**config.mk**
```make
export PLATFORM = sky130hd
export DESIGN_NAME = dmem_responder
export DESIGN_NICKNAME = d
export VERILOG_FILES = /design/src/rtl/dmem_responder.sv
export SDC_FILE = /design/constraint.sdc
export NUM_CORES = 1
export LEC_CHECK = 0
export ABC_AREA = 0
export CAP_MARGIN = 0
export CORE_MARGIN = 2
export CORE_UTILIZATION = 40
export CTS_CLUSTER_DIAMETER = 40
export CTS_CLUSTER_SIZE = 40
export DETAILED_ROUTE_END_ITERATION = 16
export PLACE_DENSITY = 0.64
export SETUP_SLACK_MARGIN = 0.4
export SYNTH_ARGS = -nofsm -noshare
export SYNTH_HDL_FRONTEND = slang
export SYNTH_SLANG_ARGS = --single-unit
```
**constraint.sdc**
```tcl
create_clock -name clk -period 14.4 [get_ports clk]
set_input_delay 4.32 -clock clk [delete_from_list [all_inputs] [get_ports clk]]
set_output_delay 4.32 -clock clk [all_outputs]
set_load 0.02 [all_outputs]
```
**src/rtl/dmem_responder.sv**
```systemverilog
// Wait-state data-memory responder for the multicycle core's MEM stage: IDLE -> WAIT -> RESP.
// Optional byte-enable stores are compiled in with `define DMEM_BYTE_EN_EN.
module dmem_responder #(
  parameter int DEPTH       = 32,
  parameter int WAIT_CYCLES = 2
) (
  input  logic        clk,
  input  logic        reset,
  input  logic        req,
  input  logic        we,
  input  logic [15:0] addr,
  input  logic [15:0] wdata,
`ifdef DMEM_BYTE_EN_EN
  input  logic [1:0]  be,
`endif
  output logic        ready,
  output logic [15:0] rdata,
  output logic        err
);
  localparam int DATA_W = 16;
  localparam int IDX_W  = (DEPTH > 1) ? $clog2(DEPTH) : 1;

  typedef enum logic [1:0] {IDLE, WAIT, RESP} state_t;

  state_t               state;
  logic [3:0]           cnt;
  logic                 we_p0;
  logic [15:0]          addr_p0;
  logic [DATA_W-1:0]    wdata_p0;
  logic [1:0]           be_p0;
  logic                 bad_p0;
  logic [IDX_W-1:0]     idx_p0;
  logic                 access;
  logic                 mem_we;

  logic [DATA_W-1:0] mem [DEPTH] = '{default: '0};

  assign bad_p0 = addr_p0[0] || ({1'b0, addr_p0[15:1]} >= 16'(DEPTH));
  assign idx_p0 = addr_p0[IDX_W:1];
  assign access = (state == WAIT) && (cnt == 4'd0);
  // reset on the access edge must suppress the write, so it gates the enable directly
  assign mem_we = access && !reset && !bad_p0 && we_p0;

  // request capture: transaction fields frozen at acceptance
  always_ff @(posedge clk) begin
    if (state == IDLE && req) begin
      we_p0    <= we;
      addr_p0  <= addr;
      wdata_p0 <= wdata;
`ifdef DMEM_BYTE_EN_EN
      be_p0    <= be;
`endif
    end
  end

`ifndef DMEM_BYTE_EN_EN
  assign be_p0 = 2'b11;
`endif

  // access stage: byte-lane RAM write
  always_ff @(posedge clk) begin
    if (mem_we) begin
      for (int b = 0; b < 2; b++) begin
        if (be_p0[b]) mem[idx_p0][8*b +: 8] <= wdata_p0[8*b +: 8];
      end
    end
  end

  // control FSM with registered response outputs
  always_ff @(posedge clk) begin
    if (reset) begin
      state <= IDLE;
      cnt   <= 4'd0;
      ready <= 1'b0;
      rdata <= '0;
      err   <= 1'b0;
    end else begin
      case (state)
        IDLE: begin
          ready <= 1'b0;
          if (req) begin
            cnt   <= 4'(WAIT_CYCLES);
            state <= WAIT;
          end
        end
        WAIT: begin
          if (cnt != 4'd0) begin
            cnt <= cnt - 4'd1;
          end else begin
            ready <= 1'b1;
            err   <= bad_p0;
            state <= RESP;
            if (bad_p0)      rdata <= '0;
            else if (!we_p0) rdata <= mem[idx_p0];
          end
        end
        RESP: begin
          ready <= 1'b0;
          state <= IDLE;
        end
        default: state <= IDLE;
      endcase
    end
  end

endmodule

```
==> summary.txt <==
Result of the run - finished, final reports clean
Number of antenna-violating nets in the routed design - 0
Detailed router's first-iteration violation count - 1117
Weighted congestion at the end of routability-driven global placement - 0.7787
Placeable Area - 53710 µm²
Max-slew headroom at the worst pin - 0.2719
Setup crit end kind - register
Post-Synthesis Net Count - 970
Initial antenna violation count - 1
Avg WL per Cell - 27.42 µm
Setup slack of the most critical reg-to-reg path - 10.61 ns
Crit path required time - 14.64 ns
Count of inserted antenna diode cells - 0
Die Footprint - 56070 µm²
Commonest cells after routing, fill and taps aside - edfxtp_1, mux4_2, clkbuf_16
Number of nets at the end of the flow - 1061
Mean instance size in the synthesized netlist - 23.26 µm²
Post-placement cell area - 23100 µm²
Die W - 236.8 µm
Startpoint of the worst register-to-register path - cnt[0]$_SDFFE_PP0P_
Sequential share of the synthesized area - 0.7818
Number of cells on the worst reg-to-reg path - 7
Final standard cell area without fillers - 25190 µm²
Wire length of the first global-routing pass - 70110 µm
Measured slew at the worst slew-check pin - 1.092 ns
Netlist area before placement - 21680 µm²
Total number of clock tree sinks - 574
Highest achievable clock rate - 0.1378 GHz
Synth warn - 0
Clock tree from TritonCTS - done
Overall die height - 236.8 µm
Area fraction of the dominant cell type after synthesis - 0.7550
Final count of hold timing violations - 0
Power density over the cells - 148.2 nW/µm²
Clock Tree Buf Depth - 3
CTS root buf - clkbuf_16
Worst-Skew Late Latency - 0.63 ns
Quantity of hold-fixing buffers added after cts - 0
Hold Crit Depth - 2
Minimum clock period after layout - 7.258 ns
Starting density of the core - 0.4036
Drt via density - 5.567
Total negative slack - 0 ns
Total of endpoints with negative setup slack in the final report - 0
DP Wirelength - 29070 µm
Setup repair after global routing missed its margin - no
Area of combinational cells with multiple inputs - 4557 µm²
Proportion of layout cells with a drive suffix above 1 - 0.3088
Final Max Slew Viols - 0
Rows - 85
Post-synth top area cell - edfxtp_1
Port bufs - 53
Number of setup buffers added after CTS - 0
Largest cells by area after synthesis - edfxtp_1, mux4_2, dfxtp_1, nor2b_1, nor2_1
Number of placed I/O pins - 54
Number of global-route vias before repair - 9982
Remaining routing DRC violations - 0
Reported max-cap violation count - 0
Crit Path Max Fanout - 16
Gr usage total - 0.1756
Worst Setup Path Type - input port to register
R2R Path End - mem[11][11]$_DFFE_PP_
Maximum clock skew at final layout - 0.03509 ns
Detailed-router iteration count before antenna repair - 5
Most common library cell in the layout ignoring fill and taps - edfxtp_1
Cell count after synthesis - 932
Number of distinct library cells after synthesis - 38
Final global-route overflow total - 0
Layout fillers - 4322
Fraction of the core area covered by cells at the end of the flow - 0.4689
Share of the clock period used by the worst path after layout - 0.5041
Static Leakage - 7.887 nW
Largest vdd supply drop - 0.1035 mV
Quantity of gates resized following cts - 0
Worst endpoint data arrival time - 7.50 ns
Pin count of the biggest net entering global routing - 66
Type of the most critical hold path - register to register
Clock H-tree levels - 2
Startpoint types - input port
WHS Endpoint - ready$_SDFFE_PP0P_
Number of buffers created by CTS - 58
Area grow syn2layout - 16.18%
Hold path startpoint - ready$_SDFFE_PP0P_
Routed via count - 9843
Clk pin slew, worst setup/hold paths - 0.06 ns
Total of flip-flops plus latches after synthesis - 574
FF/Latch Area - 16960 µm²
Total wire length after detailed routing - 48480 µm
-- stage by stage --
step	setup WS, ns	cells	hold slack (ns)	total power, mW
5_1_grt	7.066	1768	0.4944	3.833
2_1_floorplan	6.289	932	0.4448	2.075
4_1_cts	7.203	1768	0.4620	3.758
3_3_place_gp	6.608	1659	0.4576	2.178
3_5_place_dp	6.535	1659	0.4563	2.180
6_report	7.142	1768	0.4569	3.731
-- routing by layer --
layer  GRT usage  up-vias  part of all wire
met5           0        -           0.00019
met4     0.05581        2             0.026
met3     0.04232       73             0.089
met2      0.2676      422              0.46
met1      0.2517     5219              0.42
li1            -     4127                 -
-- synthesized netlist by cell type --
cell type,count
xnor2_1,1
nand3_1,3
or3_1,1
nor3b_1,2
a211oi_1,4
nor4_1,4
a22o_1,1
nand3b_1,2
inv_1,6
ha_1,2
nand2_1,8
nand2b_1,5
buf_1,10
and3_1,1
mux4_2,157
or4_4,1
or2_2,2
buf_2,12
nor3_1,4
edfxtp_1,545
a21o_1,1
dfxtp_1,29
or3b_1,1
a31oi_1,1
mux2_2,6
buf_6,1
a211o_1,15
mux2i_1,2
a21oi_1,6
or3b_2,2
nor2b_1,31
buf_4,6
nand4_1,2
o211ai_1,2
buf_12,2
nor2_1,40
xor2_1,1
clkbuf_1,13
-- how the worst max path moves through the flow --
stage,from,endpoint,cells after the start
2_1_floorplan,req,cnt[1]$_SDFFE_PP0P_,4
3_3_place_gp,reset,mem[11][14]$_DFFE_PP_,5
3_5_place_dp,reset,mem[2][9]$_DFFE_PP_,5
4_1_cts,reset,mem[11][5]$_DFFE_PP_,5
5_1_grt,reset,mem[11][4]$_DFFE_PP_,5
6_report,reset,mem[11][11]$_DFFE_PP_,5
-- sequential cells by signal, indices dropped and copies added (netlist names), named ones only --
name      cells
mem         512
wdata_p0     16
rdata        16
ready         1
cnt           4
state         2
err           1
addr_p0      16
we_p0         1
-- area by class of cell --
cell class,instances,area share
Timing Repair Buffer,75,0.02762
Clock inverter,48,0.02454
Sequential cell,574,0.6734
Clock buffer,61,0.05808
Tap cell,696,0.03458
Multi-Input combinational cell,308,0.1809
Inverter,6,0.0008942
-- power breakdown --
part           internal, mW  switching (mW)
logic                 0.125           0.142
clock network         0.874           0.718
registers              1.85          0.0274
total                  2.84           0.887
-- cell families after synthesis --
kind of cell,count (synthesis),share of synthesized area
DFF,574,0.7818
muxes,165,0.1672
and+or+nand+nor,109,0.02632
buffers and inverters,50,0.01224
AOI/OAI and AO/OA,30,0.01056
xor gates and xnor gates,2,0.0008082
adders and majority gates,2,0.001154
-- critical path, stage by stage --
cell             delay, ns
clkdlybuf4s50_1       0.56
or3_1                 0.53
nor4_2                0.83
nand3b_1              0.40
nor2_2                0.85
No activity file was read; power rests on OpenSTA's default activity.
==> edit 1 (same flow settings) <==
Change the parameter `DEPTH` from 32 to 64.
--- a/src/rtl/dmem_responder.sv
+++ b/src/rtl/dmem_responder.sv
@@ -3,3 +3,3 @@
 module dmem_responder #(
-  parameter int DEPTH       = 32,
+  parameter int DEPTH       = 64,
   parameter int WAIT_CYCLES = 2
Check against the original RTL: no difference found for any inputs over 4 cycles, from zero or initial values and one cycle with reset high; that may be too few to reach the edited logic, so the function may still have changed.
==> edit 1 against the unedited design <==
Area after synthesis grew 93%. First-iteration DRC count grew to 2.8 times the old value. Sequential power increased by 88%. Sequential cell count up 513. Total power increased by 95%. Design area grew 92%. Routed wire length grew 130%. Clock skew increased by 0.0051 ns. Sequential share of layout area decreased by 0.46 points. Setup slack gained 0.062 ns. Clock power up 97%. Non-clock buffer count up 63.
==> edit 1: results (changes against the unedited design) <==
Power Clock = 3.13 mW (+97%)
DRT iter0 DRCs = 3095 (+180%)
placed inst area = 44200 sq um (+91%)
wire length of the first global-routing pass = 155000 um (+120%)
DRT Wirelength = 110000 um (+130%)
fraction of layout cells with a size suffix above 1 = 0.281 (-0.0282)
R2R cell count = 8 (+1)
initial antenna violation count = 0 (-1)
mux contribution to synthesized area = 0.143 (-0.0246)
routed via count = 21732 (+120%)
clk_skew = 0.0402 ns (+0.00506 ns)
fill count = 8475 (+96%)
max reg flops = 1024 (+100%)
leakage = 15.3 nW (+94%)
layout net count = 2310 (+120%)
xor/xnor cell area share of the yosys netlist = 0.000418 (-0.000390)
Final Non-Filler Cells = 3757 (+110%)
worst min-delay path startpoint = err
hold slack = 0.496 ns (+0.0395 ns)
H-tree depth = 3 (+1)
Post-Synth Adder-Cell Area = 0.000597 (-0.000558)
pre-CTS setup slack = 6.53 ns (-0.00811 ns)
via count of the first global-routing pass = 21323 (+110%)
outcome = finished clean
Reg2Reg Setup Slack = 9.34 ns (-1.27 ns)
dpl cells = 3529 (+110%)
top post-synthesis cells by area = edfxtp_1 76%, mux4_2 6.9%, mux2_2 5.4%
total global-route track usage = 0.203 (+0.0276)
Least-Margin Pin Slew = 1.45 ns (+0.354 ns)
r2r endpoint = rdata[1]
syn_area_per_cell = 19.7 sq um (-15%)
Worst Hold Endpoint = err
critical path data arrival time = 7.49 ns (about the same)
switching share of power = 0.248 (+0.0106)
GP Congestion = 0.904 (+16%)
Post-synth EDFFs = 1057 (+94%)
-- edit 1: area by class of cell --
class                   instances  area share
flip-flops and latches       1087       0.669
multi-input cells             920       0.185
clock buffers                 125      0.0633
well taps                    1380      0.0357
repair buffers                138      0.0245
clock inverters               101      0.0221
inverters                       6    0.000466
-- edit 1: metal layers --
| metal | share of wire | GRT usage |
|---|---|---|
| met4 | 0.035 | 0.0722 |
| met2 | 0.46 | 0.315 |
| met3 | 0.11 | 0.0593 |
| met5 | 0 | 0 |
| met1 | 0.39 | 0.274 |
-- edit 1: critical path, stage by stage --
cell,delay (ns)
clkdlybuf4s50_1,0.66
and4bb_2,0.46
nand3_1,0.75
nor2_1,1.28
-- edit 1: worst max-delay path by stage --
stage	slack, ns	depth (start not counted)	startpoint	to
after floorplan	8.05	5	reset	mem[27][0]
after global placement	6.67	4	reset	mem[63][13]
after detailed placement	6.53	4	reset	mem[55][3]
after CTS	7.27	4	reset	mem[63][10]
after global routing	7.06	4	reset	mem[63][10]
final	7.20	4	reset	mem[63][10]
==> edit 2 (same flow settings) <==
Made on the original files. Reset style: asynchronous (`reset`), changed in one clocked block.
--- a/src/rtl/dmem_responder.sv
+++ b/src/rtl/dmem_responder.sv
@@ -69,3 +69,3 @@
   // control FSM with registered response outputs
-  always_ff @(posedge clk) begin
+  always_ff @(posedge clk or posedge reset) begin
     if (reset) begin
Formal check against the unedited RTL: same outputs for any inputs over 4 cycles, from zero or initial values and one cycle with reset high; that may be too few to reach the edited logic, so the function may still have changed.
==> edit 2 against the unedited design <==
Sequential cell count did not move. Setup slack improved by 0.49 ns. Area after synthesis rose by 2.0%. Final cell count rose by 6.7%. Clock skew fell by 0.0060 ns. Design area rose by 2.6%. Synthesized cell count rose by 10%. Routed wire length rose by 9.5%. Sequential share of layout area fell by 1.2 points.
Power is not compared: it rests on default switching activity, and its combinational part moved more than twofold at a synthesized area within 25%.
==> edit 2: results (changes against the unedited design) <==
top post-synthesis cells by area = edfxtp_1 74%, mux4_2 12%, mux2i_1 3.0%
Worst Hold Endpoint = ready
Distinct cells, synth = 47 (+24%)
DRT iter0 DRCs = 1370 (+23%)
hold slack = 0.475 ns (+0.0178 ns)
asr flop ratio synth = 0.0418 (+0.0418)
DR vias/cell = 5.73 (+3.0%)
worst min-delay path startpoint = ready
compound-gate portion of the synthesized area = 0.0152 (+0.00461)
Critical path destination = mem[12][8]
mux contribution to synthesized area = 0.165 (-0.00218)
Reg2Reg Setup Slack = 10.48 ns (-0.13 ns)
total global-route track usage = 0.190 (+0.0147)
outcome = finished clean
critical path data arrival time = 6.99 ns (-0.51 ns)
syn nets = 1066 (+9.9%)
clk_skew = 0.0290 ns (-0.00604 ns)
Seq/Total Area, Yosys = 0.772 (-0.00979)
Post-Synth Adder-Cell Area = 0.00113 (-0.0000225)
initial antenna violation count = 0 (-1)
xor/xnor cell area share of the yosys netlist = 0.000792 (-0.0000157)
CTS Buf Count = 72 (+24%)
layout net count = 1167 (+10%)
synth cell count leaders = 545 x edfxtp_1, 121 x mux4_2, 67 x mux2i_1, 61 x nor2_1, 24 x dfrtp_1
wire length of the first global-routing pass = 76700 um (+9.3%)
Hold Path Depth = 1 (-1)
[edit 2: cell types whose count changed in the layout (fill, tap and decap cells not counted), sizes merged, moves of 13 or more]
cell    delta
clkbuf    +20
o21ai     +16
mux4      -35
mux2      +14
mux2i     +65
a22oi     +13
nor2b     -25
nor2      +21
dfxtp     -24
dfrtp     +24
a211o     -14
[edit 2: per-stage QoR]
stage | power, mW | std cells | utilization | worst slack [ns] | cell area (sq um)
2_1_floorplan | 2.48 | 1028 | - | 7.79 | 22100
3_3_place_gp | 2.73 | 1759 | 0.428 | 7.04 | 23500
3_5_place_dp | 2.74 | 1759 | 0.428 | 7.01 | 23500
4_1_cts | 4.49 | 1887 | 0.471 | 7.64 | 25800
5_1_grt | 4.60 | 1887 | 0.471 | 7.43 | 25800
6_report | 4.45 | 1887 | 0.471 | 7.63 | 25800
[edit 2: worst reg2reg max path, stage by stage, from the launching register on]
cell,delay (ns)
dfxtp_4,1.03
buf_4,0.65
buf_4,0.62
mux4_2,0.63
mux2i_1,0.40
nor4b_1,0.14
a211oi_1,0.21
o21ai_0,0.12
[edit 2: metal layers]
layer | GRT usage | up-vias | share of wire
met1 | 0.280 | 5774 | 0.43
li1 | - | 4476 | -
met3 | 0.0405 | 73 | 0.082
met2 | 0.284 | 494 | 0.46
met4 | 0.0612 | 0 | 0.022
met5 | 0 | - | 0
[edit 2: cell type report]
type                       instances  area, sq um
clock inverter                    47          477
multi-input combinational        397         4780
inverter                           5         18.8
sequential                       574        17100
tap                              704          881
fill                            4466        29000
timing repair buffer              79          726
clock buffer                      81         1880
[edit 2: where the power goes]
part / switching (mW) / total (mW) / internal [mW]
Clock: 0.720 / 1.75 / 1.03
Sequential: 0.107 / 2.02 / 1.91
Combinational: 0.385 / 0.679 / 0.294
Total: 1.21 / 4.45 / 3.24
